[src/rtl/inst_fetch_queue.sv]
// Instruction fetch stage: owns the fetch PC, addresses instruction memory and
// buffers {pc, inst} pairs in a small FIFO that feeds the decoder via valid/ready.
module inst_fetch_queue #(
  parameter int          DEPTH    = 4,
  parameter logic [31:0] RESET_PC = 32'h0000_0000
) (
  input  logic                     clock,
  input  logic                     reset_n,
  input  logic                     fetch_en,
  input  logic                     redirect,
  input  logic [31:0]              redirect_pc,
  output logic [31:0]              imem_addr,
  input  logic [31:0]              imem_data,
  output logic                     dec_valid,
  input  logic                     dec_ready,
  output logic [31:0]              dec_inst,
  output logic [31:0]              dec_pc,
  output logic [$clog2(DEPTH):0]   count
);

  localparam int AW = $clog2(DEPTH);
  localparam int CW = AW + 1;

  logic [31:0]   fetch_pc_r;
  logic [AW-1:0] rd_ptr_r;
  logic [AW-1:0] wr_ptr_r;
  logic [CW-1:0] count_r;
  logic [63:0]   mem_r [DEPTH];

  logic          pop_s;
  logic          push_s;

  assign pop_s  = (count_r != {CW{1'b0}}) & dec_ready;
  // A full queue still accepts a push when the head leaves in the same cycle.
  assign push_s = fetch_en & ~redirect & ((count_r < CW'(DEPTH)) | pop_s);

  assign imem_addr = fetch_pc_r;
  assign dec_valid = (count_r != {CW{1'b0}});
  assign dec_pc    = mem_r[rd_ptr_r][63:32];
  assign dec_inst  = mem_r[rd_ptr_r][31:0];
  assign count     = count_r;

  // Fetch PC, queue pointers, occupancy and storage; reset beats redirect beats push/pop.
  always_ff @(posedge clock) begin
    if (!reset_n) begin
      fetch_pc_r <= RESET_PC;
      rd_ptr_r   <= {AW{1'b0}};
      wr_ptr_r   <= {AW{1'b0}};
      count_r    <= {CW{1'b0}};
      for (int i = 0; i < DEPTH; i++) begin
        mem_r[i] <= 64'd0;
      end
    end else if (redirect) begin
      fetch_pc_r <= {redirect_pc[31:2], 2'b00};
      rd_ptr_r   <= {AW{1'b0}};
      wr_ptr_r   <= {AW{1'b0}};
      count_r    <= {CW{1'b0}};
    end else begin
      if (push_s) begin
        mem_r[wr_ptr_r] <= {fetch_pc_r, imem_data};
        wr_ptr_r        <= wr_ptr_r + AW'(1);
        fetch_pc_r      <= fetch_pc_r + 32'd4;
      end else begin
        fetch_pc_r      <= fetch_pc_r;
      end
      if (pop_s) begin
        rd_ptr_r <= rd_ptr_r + AW'(1);
      end else begin
        rd_ptr_r <= rd_ptr_r;
      end
      count_r <= count_r + CW'(push_s) - CW'(pop_s);
    end
  end

endmodule

[config.mk]
export PLATFORM = sky130hd
export DESIGN_NAME = inst_fetch_queue
export DESIGN_NICKNAME = d
export VERILOG_FILES = /design/src/rtl/inst_fetch_queue.sv
export SDC_FILE = /design/constraint.sdc
export NUM_CORES = 1
export LEC_CHECK = 0
export BUFFER_PORTS_ARGS = -buffer_cell sky130_fd_sc_hd__buf_2
export CAP_MARGIN = 30
export CORE_UTILIZATION = 62
export CTS_BUF_LIST = sky130_fd_sc_hd__clkbuf_16
export DETAILED_ROUTE_END_ITERATION = 12
export PLACE_DENSITY = 0.85
export SYNTH_ARGS = -nofsm -noshare
export SYNTH_HDL_FRONTEND = slang
export SYNTH_SLANG_ARGS = --single-unit
[constraint.sdc]
create_clock -name clock -period 19.7 [get_ports clock]
set_input_delay 2.955 -clock clock [delete_from_list [all_inputs] [get_ports clock]]
set_output_delay 2.955 -clock clock [all_outputs]
set_load 0.02 [all_outputs]
==> summary.txt, run 1 <==
Logic synthesis
  – Most frequently used flop master after synthesis: edfxtp_1
  – Top cell types by occurrence after synthesis: 248 x edfxtp_1, 151 x nor2_1, 82 x nand2_1
  – Synthesized-area fraction occupied by xor and xnor cells: 0.0223
  – Top area cells in the synthesized netlist: edfxtp_1 59%, mux4_2 11%, dfxtp_1 6.2%, nor2_1 4.5%, and2_1 2.5%
  – Count of flip-flops with a built-in enable after synthesis: 248
  – Register bit count reported by yosys: 287
  – Seq/Total Area, Yosys: 0.655
  – Mux share of post-synthesis cell area: 0.112
  – Largest family of logic cells by synthesized area: simple AND/OR/NAND/NOR gates
  – Mean post-synth cell area: 13.5 sq um
  – Area fraction in compound gates after synthesis: 0.0250
  – Ys async rst share: 0
  – Cell accounting for the most synthesized area: edfxtp_1
  – Basic-gate share of the synthesized area counting and, or, nand and nor cells: 0.136
  – Adder-Cell Fraction of Synth Area: 0.00458
  – Total of warnings raised by yosys: 0
  – Post-Synthesis Cells: 930
  – Share of Yosys cell area claimed by the top area cell type: 0.593
  – Count leader, synth: edfxtp_1
  – Netlist area before placement: 12600 sq um
  – Number of distinct library cell variants in the gate-level netlist after synthesis: 51

Floorplan
  – Core Region: 19700 sq um
  – Width of the die: 144 um
  – Effective utilization at floorplan: 0.639
  – Number of core rows: 51
  – Height of the chip: 144 um
  – # IOs: 169
  – Die area: 20800 sq um

Power
  – Sw Ratio: 0.230
  – Static power due to leakage: 5.90 nW
  – Part of the power in combinational logic: 0.083
  – VDD IR-drop max: 0.0607 mV
  – Total power density per cell area: 91.9 nW/um^2
  – Final Total Pwr: 1.33 mW
  – Fraction of power consumed by sequential logic: 0.533
  – Internal cell power: 1.02 mW
  – Share of total power in the clock network: 0.384
  – Net Switching: 0.306 mW

Timing
  – Share of the clock period used by the worst path: 0.288
  – Unrepaired setup endpoints after global routing: false
  – Time the final worst path needs with I/O delays and setup: 5.67 ns
  – Total of endpoints with negative setup slack in the final report: 0
  – Largest clock skew in the final design: 0.0118 ns
  – Max Freq: 0.176 GHz
  – Final count of hold timing violations: 0
  – Number of pins with negative max-slew slack in the final report: 0
  – Worst-Margin Slew: 0.968 ns
  – Worst-case headroom to the max-slew limit: 0.355
  – Total negative setup slack: 0 ns

Global routing
  – Initial antenna violation count: 0
  – Maximum number of pins on one net before global-route repair: 63
  – Total grt overflow: 0
  – Global-route total usage across every layer: 0.264
  – First-pass GRT wire length: 41000 um
  – Vias in the first global route: 7962

Layout
  – Fraction of final layout cells sized beyond drive strength 1: 0.276
  – Layout Area Growth over Synthesis: 15.1%
  – Nets: 1148
  – Filler cells: 1316
  – Antenna Diode Count: 0

Routing
  – Post-route DRC: 0
  – DR iter-0 viols: 556
  – Routed vias: 7837
  – WL/cell: 19.3 um
  – Via density: 5.76
  – Count of TritonRoute iterations in the first routing pass: 5
  – Routed Wire Length: 26300 um
  – Count of nets left with antenna violations after detail routing: 0

Critical path
  – Kind of critical path: reg -> out
  – CP startpoint kind: flop
  – Count of buffer and inverter cells on the critical path: 2
  – Peak per-stage delay on the critical path: 0.71 ns
  – Type of destination of the critical path: primary output
  – Maximum fanout count along the critical path: 39
  – Cell chain of the critical path: buf_4 -> mux4_2 -> buf_2
  – Slowest CP cell: buf_4
  – Arrival time of the worst setup path: 2.71 ns
  – Crit path max-delay family: buffers and inverters
  – Data required time of the critical path: 16.75 ns

Clocking
  – Total number of clock tree sinks: 287
  – Worst-case clock buffer depth: 3
  – Post-CTS setup buffer count: 0
  – Number of cells upsized or downsized after cts: 0
  – Worst-Skew Late Latency: 0.53 ns
  – Master cell of the clock root buffer: clkbuf_16
  – CTS tree: yes
  – Clock input transition at the sequential cells of the worst setup and hold paths: 0.06 ns
  – Number of H-tree levels: 1
  – Cts bufs inserted: 29
  – CTS Hold Bufs: 0

Place
  – Number of buffers added on ports: 162
  – Estimated wirelength of the detail-placed design: 15400 um
  – Final Wtd Congestion: 0.870

Flow run
  – Number of max-capacitance violations reported: 0

Worst hold path
  – Class of the most critical hold timing path: reg -> reg

Outcome
  – Status: finished clean
==> per-layer routing <==
metal | share of wire | global-route usage | vias to the layer above
met5 | 0 | 0 | -
met4 | 0.027 | 0.0992 | 0
met3 | 0.090 | 0.0411 | 59
met2 | 0.49 | 0.438 | 405
met1 | 0.39 | 0.353 | 3784
li1 | - | - | 3589
==> power groups by stage <==
stage	registers, mW	clock network [mW]	logic [mW]
floorplan	0.721	0	0.0683
global placement	0.717	0	0.110
detailed placement	0.720	0	0.111
CTS	0.707	0.516	0.111
global route	0.710	0.541	0.120
finish	0.707	0.510	0.110
==> cell usage in the layout (no fill, tap or decap), types with 3 or more instances in the layout <==
cell type	netlist	layout
xnor2_1	21	21
buf_4	4	9
and3_2	3	3
clkbuf_16	0	29
mux4_2	62	62
ha_1	3	3
inv_1	70	74
o211a_1	3	3
nand3_1	12	12
and3_1	3	3
nor3_1	7	7
nand2_1	82	82
nor4_2	5	5
clkinv_1	0	6
conb_1	1	4
o21ai_0	29	26
nand4_1	9	9
xor2_1	11	11
buf_2	17	162
nor4_1	9	9
dfxtp_1	39	37
edfxtp_1	248	248
o21ai_4	0	3
clkinv_2	0	8
a21oi_1	17	17
nor2_1	151	151
and2_1	51	51
and4_1	3	3
nand2b_1	6	4
==> cells by family (layout without fill, tap and decap cells) <==
family | Yosys count | count (layout)
AND/OR/NAND/NOR | 356 | 356
flip-flops | 287 | 287
buffers and inverters | 131 | 294
multiplexers | 63 | 63
AO/OA/AOI/OAI | 56 | 56
XOR/XNOR | 32 | 32
adder cells (fa/ha/maj) | 4 | 4
other | 1 | 4
==> tightest hold or removal path, cell delays in order (launching register included) <==
cell,delay (ns)
dfxtp_1,0.32
xor2_1,0.06
nor2_1,0.12
==> per-stage QoR <==
stage	hold WS (ns)	util	area, sq um	setup slack (ns)	cells
after global routing	0.583	0.735	14500	13.81	1361
after CTS	0.558	0.735	14500	13.92	1361
final	0.559	0.735	14500	14.03	1361
after floorplan	0.485	-	12600	11.39	933
after global placement	0.501	0.689	13500	13.91	1308
after detailed placement	0.537	0.690	13600	13.86	1309
==> registers in the layout, summed over array words and instances (netlist names), named ones only <==
name       flops
count          3
mem_r        248
wr_ptr_r       2
imem_addr     30
rd_ptr_r       2
==> layout make-up <==
class / count / area (sq um) / area share
repair buffers: 172 / 893 / 0.0618
clock inverters: 23 / 161 / 0.0112
well taps: 265 / 332 / 0.0229
multi-input cells: 515 / 3840 / 0.266
flip-flops and latches: 287 / 8240 / 0.570
inverters: 70 / 263 / 0.0182
clock buffers: 29 / 726 / 0.0502
==> path summary, 6_finish.rpt <==
path	slack (ns)	to	startpoint	cells after the start
worst max-delay path	14.03	dec_pc[11]	flop	3
worst min-delay path	0.56	rd_ptr_r[1]$_SDFFE_PP0P_	rd_ptr_r[1]$_SDFFE_PP0P_	2
worst max register to register	16.76	mem_r[0][11]$_SDFFCE_PN0P_	count[2]$_SDFF_PP0_	6
worst min register to register	0.56	rd_ptr_r[1]$_SDFFE_PP0P_	rd_ptr_r[1]$_SDFFE_PP0P_	2
(Power assumes the default switching activity.)
==> inputs of run 2 (changes only) <==
- ABC_AREA: not set -> 1
- CORE_UTILIZATION: 62 -> 58
- PLACE_DENSITY: 0.85 -> 0.8
- clock period: 19.7 -> 5.65 ns (I/O delays scaled with it)
==> run 2 against run 1 <==
  * Combinational power grew to 4.0 times the previous value
  * Core utilization is 5.6 points lower
  * Global-route usage is 1.3 points higher
  * Hold slack worse by 0.11 ns
  * Total power grew to 3.5 times the previous value
  * Critical path depth is 1 higher
==> summary.txt, run 2 <==
Critical path
  – Type of destination of the critical path: primary output
  – Maximum fanout count along the critical path: 68
  – Count of buffer and inverter cells on the critical path: 2
  – Kind of critical path: reg -> out
  – Crit path max-delay family: buffers and inverters
  – Cell chain of the critical path: buf_4 -> o21ai_0 -> o22ai_1 -> buf_2
  – Slowest CP cell: dfxtp_4
  – Data required time of the critical path: 4.80 ns
  – Arrival time of the worst setup path: 2.79 ns
  – Peak per-stage delay on the critical path: 0.79 ns
  – CP startpoint kind: flop

Layout
  – Fraction of final layout cells sized beyond drive strength 1: 0.168
  – Most common cell after layout, fill and taps aside: nor2_1
  – Filler cells: 1655
  – Leading cell types in the layout, fill and taps excluded: 390 x nor2_1, 248 x edfxtp_1, 162 x buf_2
  – Nets: 1572
  – Largest register by flop count: mem_r
  – Layout Area Growth over Synthesis: 14.7%
  – Finished Layout Cells: 1801
  – Final std cell area, no fill: 14800 sq um
  – Share of the core filled with cells: 0.680
  – Flip-flop count of the largest register, all copies and words added: 248
  – Antenna Diode Count: 0

Timing
  – Number of pins with negative max-slew slack in the final report: 0
  – Time the final worst path needs with I/O delays and setup: 3.64 ns
  – Max Freq: 0.275 GHz
  – Unrepaired setup endpoints after global routing: false
  – Worst-case headroom to the max-slew limit: 0.344
  – Final count of hold timing violations: 0
  – Total of endpoints with negative setup slack in the final report: 0
  – Final setup margin: 2.01 ns
  – Largest clock skew in the final design: 0.0153 ns
  – Share of the clock period used by the worst path: 0.645
  – Worst-Margin Slew: 0.984 ns

Power
  – Fraction of power consumed by sequential logic: 0.535
  – Final Total Pwr: 4.59 mW
  – Total power density per cell area: 309 nW/um^2
  – Net Switching: 1.13 mW
  – Static power due to leakage: 6.08 nW
  – Share of total power in the clock network: 0.369
  – Part of the power in combinational logic: 0.097
  – VDD IR-drop max: 0.209 mV
  – Sw Ratio: 0.247
  – Internal cell power: 3.46 mW

Logic synthesis
  – Mean post-synth cell area: 9.48 sq um
  – Count leader, synth: nor2_1
  – Ys async rst share: 0
  – Cell accounting for the most synthesized area: edfxtp_1
  – Top area cells in the synthesized netlist: edfxtp_1 58%, nor2_1 11%, o21ai_0 6.1%, dfxtp_1 6.0%, inv_1 4.1%
  – Post-Synthesis Cells: 1364
  – Count of flip-flops with a built-in enable after synthesis: 248
  – Netlist area before placement: 12900 sq um
  – Total of warnings raised by yosys: 0
  – Number of distinct library cell variants in the gate-level netlist after synthesis: 33
  – Most frequently used flop master after synthesis: edfxtp_1
  – Share of Yosys cell area claimed by the top area cell type: 0.576
  – Seq/Total Area, Yosys: 0.636
  – Register bit count reported by yosys: 287
  – Top cell types by occurrence after synthesis: 390 x nor2_1, 248 x edfxtp_1, 158 x o21ai_0

Routing
  – Routed Wire Length: 31300 um
  – Routed vias: 10100
  – DR iter-0 viols: 745
  – Via density: 5.60
  – Count of nets left with antenna violations after detail routing: 0
  – WL/cell: 17.4 um
  – Post-route DRC: 0
  – Count of TritonRoute iterations in the first routing pass: 5

Flow run
  – Number of max-capacitance violations reported: 0

Clocking
  – Master cell of the clock root buffer: clkbuf_16
  – CTS Hold Bufs: 0
  – Total number of clock tree sinks: 287
  – Number of cells upsized or downsized after cts: 0
  – Number of H-tree levels: 1
  – Worst-case clock buffer depth: 3
  – Post-CTS setup buffer count: 0
  – CTS tree: yes
  – Worst-Skew Late Latency: 0.54 ns
  – Clock input transition at the sequential cells of the worst setup and hold paths: 0.06 ns
  – Cts bufs inserted: 29

Place
  – Placed cell area: 14000 sq um
  – Estimated wirelength of the detail-placed design: 18600 um
  – Number of buffers added on ports: 162
  – Final Wtd Congestion: 0.956
  – Cells after DPL: 1747
  – Post-placement worst setup slack: 1.95 ns

Global routing
  – Vias in the first global route: 9563
  – Global-route total usage across every layer: 0.276
  – Total grt overflow: 0
  – Initial antenna violation count: 1
  – First-pass GRT wire length: 48500 um
  – Maximum number of pins on one net before global-route repair: 69

Floorplan
  – Die area: 22900 sq um
  – Number of core rows: 54
  – Effective utilization at floorplan: 0.592
  – Width of the die: 151 um
  – # IOs: 169
  – Core Region: 21800 sq um
  – Height of the chip: 151 um

Worst hold path
  – Class of the most critical hold timing path: reg -> reg

Outcome
  – Status: finished clean
## run 2: cell families after synthesis
group / count (synthesis) / share of synthesized area
buffers and inverters: 231 / 0.0698
AOI/OAI and AO/OA: 251 / 0.106
other: 1 / 0.000290
DFF: 287 / 0.636
adders and majority gates: 4 / 0.00445
xor gates and xnor gates: 6 / 0.00406
and+or+nand+nor: 584 / 0.179
## run 2: per-layer routing
metal | share of wire | vias to the layer above | track usage | wire length (um)
met1 | 0.39 | 4709 | 0.361 | 12200
met4 | 0.019 | 0 | 0.0745 | 609
met5 | 0 | - | 0 | 0
met2 | 0.49 | 523 | 0.479 | 15300
met3 | 0.10 | 48 | 0.0410 | 3200
li1 | - | 4808 | - | -
## run 2: stage by stage
step	TNS [ns]	hold slack [ns]
global route	0	0.480
finish	0	0.453
CTS	0	0.461
floorplan	-92.01	0.436
global placement	0	0.444
detailed placement	0	0.451
## run 2: layout make-up
class / instances / area, sq um / share of cell area
Multi-Input combinational cell: 849 / 3860 / 0.260
Sequential cell: 287 / 8230 / 0.555
Clock inverter: 24 / 114 / 0.00768
Clock buffer: 29 / 726 / 0.0489
Timing Repair Buffer: 178 / 968 / 0.0653
Inverter: 154 / 579 / 0.0391
Tap cell: 280 / 350 / 0.0236
## run 2: worst paths after layout
| path | cells past startpoint | startpoint | slack [ns] | end |
|---|---|---|---|---|
| min | 2 | rd_ptr_r[1]$_SDFFE_PP0P_ | 0.45 | flop |
| max reg2reg | 6 | count[2]$_SDFF_PP0_ | 3.10 | mem_r[0][8]$_SDFFCE_PN0P_ |
| min reg2reg | 2 | rd_ptr_r[1]$_SDFFE_PP0P_ | 0.45 | flop |
| max | 4 | flop | 2.01 | dec_pc[16] |
## run 2: worst min-delay path: cells and delay by family (launching register included)
kind	cells	cell delay [ns]
DFF	1	0.29
AOI/OAI and AO/OA	1	0.06
buffers and inverters	1	0.05
## run 2: power by group through the flow
| stage | combinational (mW) | clock (mW) | sequential, mW |
|---|---|---|---|
| 5_1_grt | 0.482 | 1.79 | 2.46 |
| 2_1_floorplan | 0.260 | 0 | 2.51 |
| 6_report | 0.443 | 1.69 | 2.45 |
| 3_3_place_gp | 0.432 | 0 | 2.49 |
| 3_5_place_dp | 0.440 | 0 | 2.50 |
| 4_1_cts | 0.443 | 1.71 | 2.45 |
==> inputs of run 3 (changes only) <==
- CORE_UTILIZATION: 58 -> 52
- PLACE_DENSITY: 0.8 -> 0.76
- clock period: 5.65 -> 3 ns (I/O delays scaled with it)
==> run 3 against run 2 <==
  * Flip-flop and latch count is the same
  * Sequential share of layout area shrank 0.68 points
  * Combinational power grew 97%
  * Wire length grew 3.0%
  * Cell count grew 3.1%
  * Setup slack lost 1.7 ns
  * Core utilization shrank 6.2 points
  * Clock power grew 88%
  * Critical endpoint unchanged
  * Die area grew 11%
  * Critical path type unchanged
  * Hold slack lost 0.28 ns
==> summary.txt, run 3 (synthesis results as in run 2) <==
Outcome
  – Status: finished clean

Place
  – Placed cell area: 14200 sq um
  – Cells after DPL: 1804
  – Number of buffers added on ports: 162
  – Final Wtd Congestion: 0.913
  – Estimated wirelength of the detail-placed design: 19300 um

Critical path
  – Arrival time of the worst setup path: 2.23 ns
  – Setup slack on the worst flop-to-flop path: 0.86 ns
  – Startpoint of the most critical register-to-register path: count[1]$_SDFF_PP0_
  – Reg-to-reg critical path endpoint: count[2]$_SDFF_PP0_
  – Depth of the most critical reg-to-reg path: 8
  – Kind of critical path: reg -> out
  – Maximum fanout count along the critical path: 62
  – CP startpoint kind: flop
  – Data required time of the critical path: 2.55 ns
  – Type of destination of the critical path: primary output

Worst hold path
  – Endpoint with the worst hold slack: imem_addr[3]$_SDFFE_PN0P_
  – Class of the most critical hold timing path: in -> reg
  – Launch point of the worst hold path: redirect_pc[3]
  – Worst hold path stage count: 3

Floorplan
  – Width of the die: 160 um
  – Height of the chip: 160 um
  – Die area: 25500 sq um
  – Core Region: 24300 sq um
  – Number of core rows: 57
  – # IOs: 169
  – Effective utilization at floorplan: 0.532

Global routing
  – Total grt overflow: 0
  – First-pass GRT wire length: 50900 um
  – Vias in the first global route: 9709
  – Maximum number of pins on one net before global-route repair: 71
  – Global-route total usage across every layer: 0.254
  – Initial antenna violation count: 0

Routing
  – Count of nets left with antenna violations after detail routing: 0
  – Post-route DRC: 0
  – DR iter-0 viols: 863
  – Routed vias: 10100
  – Routed Wire Length: 32300 um
  – WL/cell: 17.4 um
  – Via density: 5.45
  – Count of TritonRoute iterations in the first routing pass: 5

Layout
  – Finished Layout Cells: 1857
  – Nets: 1584
  – Largest register by flop count: mem_r
  – Most common cell after layout, fill and taps aside: nor2_1
  – Fraction of final layout cells sized beyond drive strength 1: 0.174
  – Layout Area Growth over Synthesis: 16.1%
  – Leading cell types in the layout, fill and taps excluded: 389 x nor2_1, 248 x edfxtp_1, 162 x buf_2
  – Antenna Diode Count: 0
  – Flip-flop count of the largest register, all copies and words added: 248
  – Final std cell area, no fill: 15000 sq um

Clocking
  – Post-CTS setup buffer count: 0
  – Total number of clock tree sinks: 287
  – Worst-Skew Late Latency: 0.54 ns
  – Number of H-tree levels: 1
  – CTS tree: yes
  – Cts bufs inserted: 29
  – Clock input transition at the sequential cells of the worst setup and hold paths: 0.06 ns
  – Number of cells upsized or downsized after cts: 0
  – Master cell of the clock root buffer: clkbuf_16
  – Worst-case clock buffer depth: 3
  – CTS Hold Bufs: 0

Timing
  – Final count of hold timing violations: 0
  – Unrepaired setup endpoints after global routing: false
  – Share of the clock period used by the worst path: 0.895
  – Number of pins with negative max-slew slack in the final report: 0
  – Max Freq: 0.372 GHz
  – Largest clock skew in the final design: 0.00674 ns
  – Worst-Margin Slew: 0.837 ns
  – Worst-case headroom to the max-slew limit: 0.442
  – Time the final worst path needs with I/O delays and setup: 2.68 ns
  – Total of endpoints with negative setup slack in the final report: 0

Flow run
  – Number of max-capacitance violations reported: 0

Power
  – Static power due to leakage: 6.17 nW
  – VDD IR-drop max: 0.399 mV
  – Total power density per cell area: 576 nW/um^2
==> run 3: changes by cell type in the layout (fill, tap and decap cells not counted), sizes merged <==
cell	delta
buf	+12
clkinv	-7
inv	+6
clkinvlp	+1
==> run 3: cell type report <==
cell class	instances	area, sq um
Inverter	154	579
Clock inverter	24	100
Tap cell	324	405
Sequential cell	287	8230
Clock buffer	29	726
Timing Repair Buffer	190	1110
Multi-Input combinational cell	849	3860
Fill cell	1976	9300
==> run 3: per-stage QoR <==
stage                     total power, mW  setup slack [ns]  TNS [ns]  utilization  hold WS, ns
final                                8.65             0.315         0        0.617        0.176
after global routing                 8.94             0.194         0        0.617        0.178
after CTS                            8.68             0.311         0        0.617        0.161
after detailed placement             5.57             0.477         0        0.584        0.451
after global placement               5.55             0.571         0        0.584        0.441
after floorplan                      5.21           -0.0773    -14.14            -        0.436
==> run 3: critical path, cell delays in order (launching register included) <==
cell     delay [ns]
dfxtp_2        0.33
buf_4          0.56
o21ai_0        0.19
o22ai_1        0.35
buf_2          0.24
==> run 3: worst max path at each step <==
| stage | to | slack [ns] |
|---|---|---|
| finish | dec_pc[16] | 0.32 |
| global route | dec_pc[16] | 0.19 |
| CTS | dec_pc[27] | 0.31 |
| detailed placement | imem_addr[24]$_SDFFE_PN0P_ | 0.48 |
| global placement | mem_r[2][34]$_SDFFCE_PN0P_ | 0.57 |
| floorplan | mem_r[0][0]$_SDFFCE_PN0P_ | -0.08 |
==> run 3: metal layers <==
layer / routed length (um) / global-route usage
met1: 13200 / 0.350
met2: 15400 / 0.423
met3: 3060 / 0.0330
met4: 658 / 0.0765
met5: 0 / 0
==> run 3: power by group <==
group          internal, mW  total (mW)  switching, mW
Clock                  1.74        3.17           1.43
Sequential             4.53        4.61         0.0816
Combinational         0.250       0.871          0.621
Total                  6.51        8.65           2.13
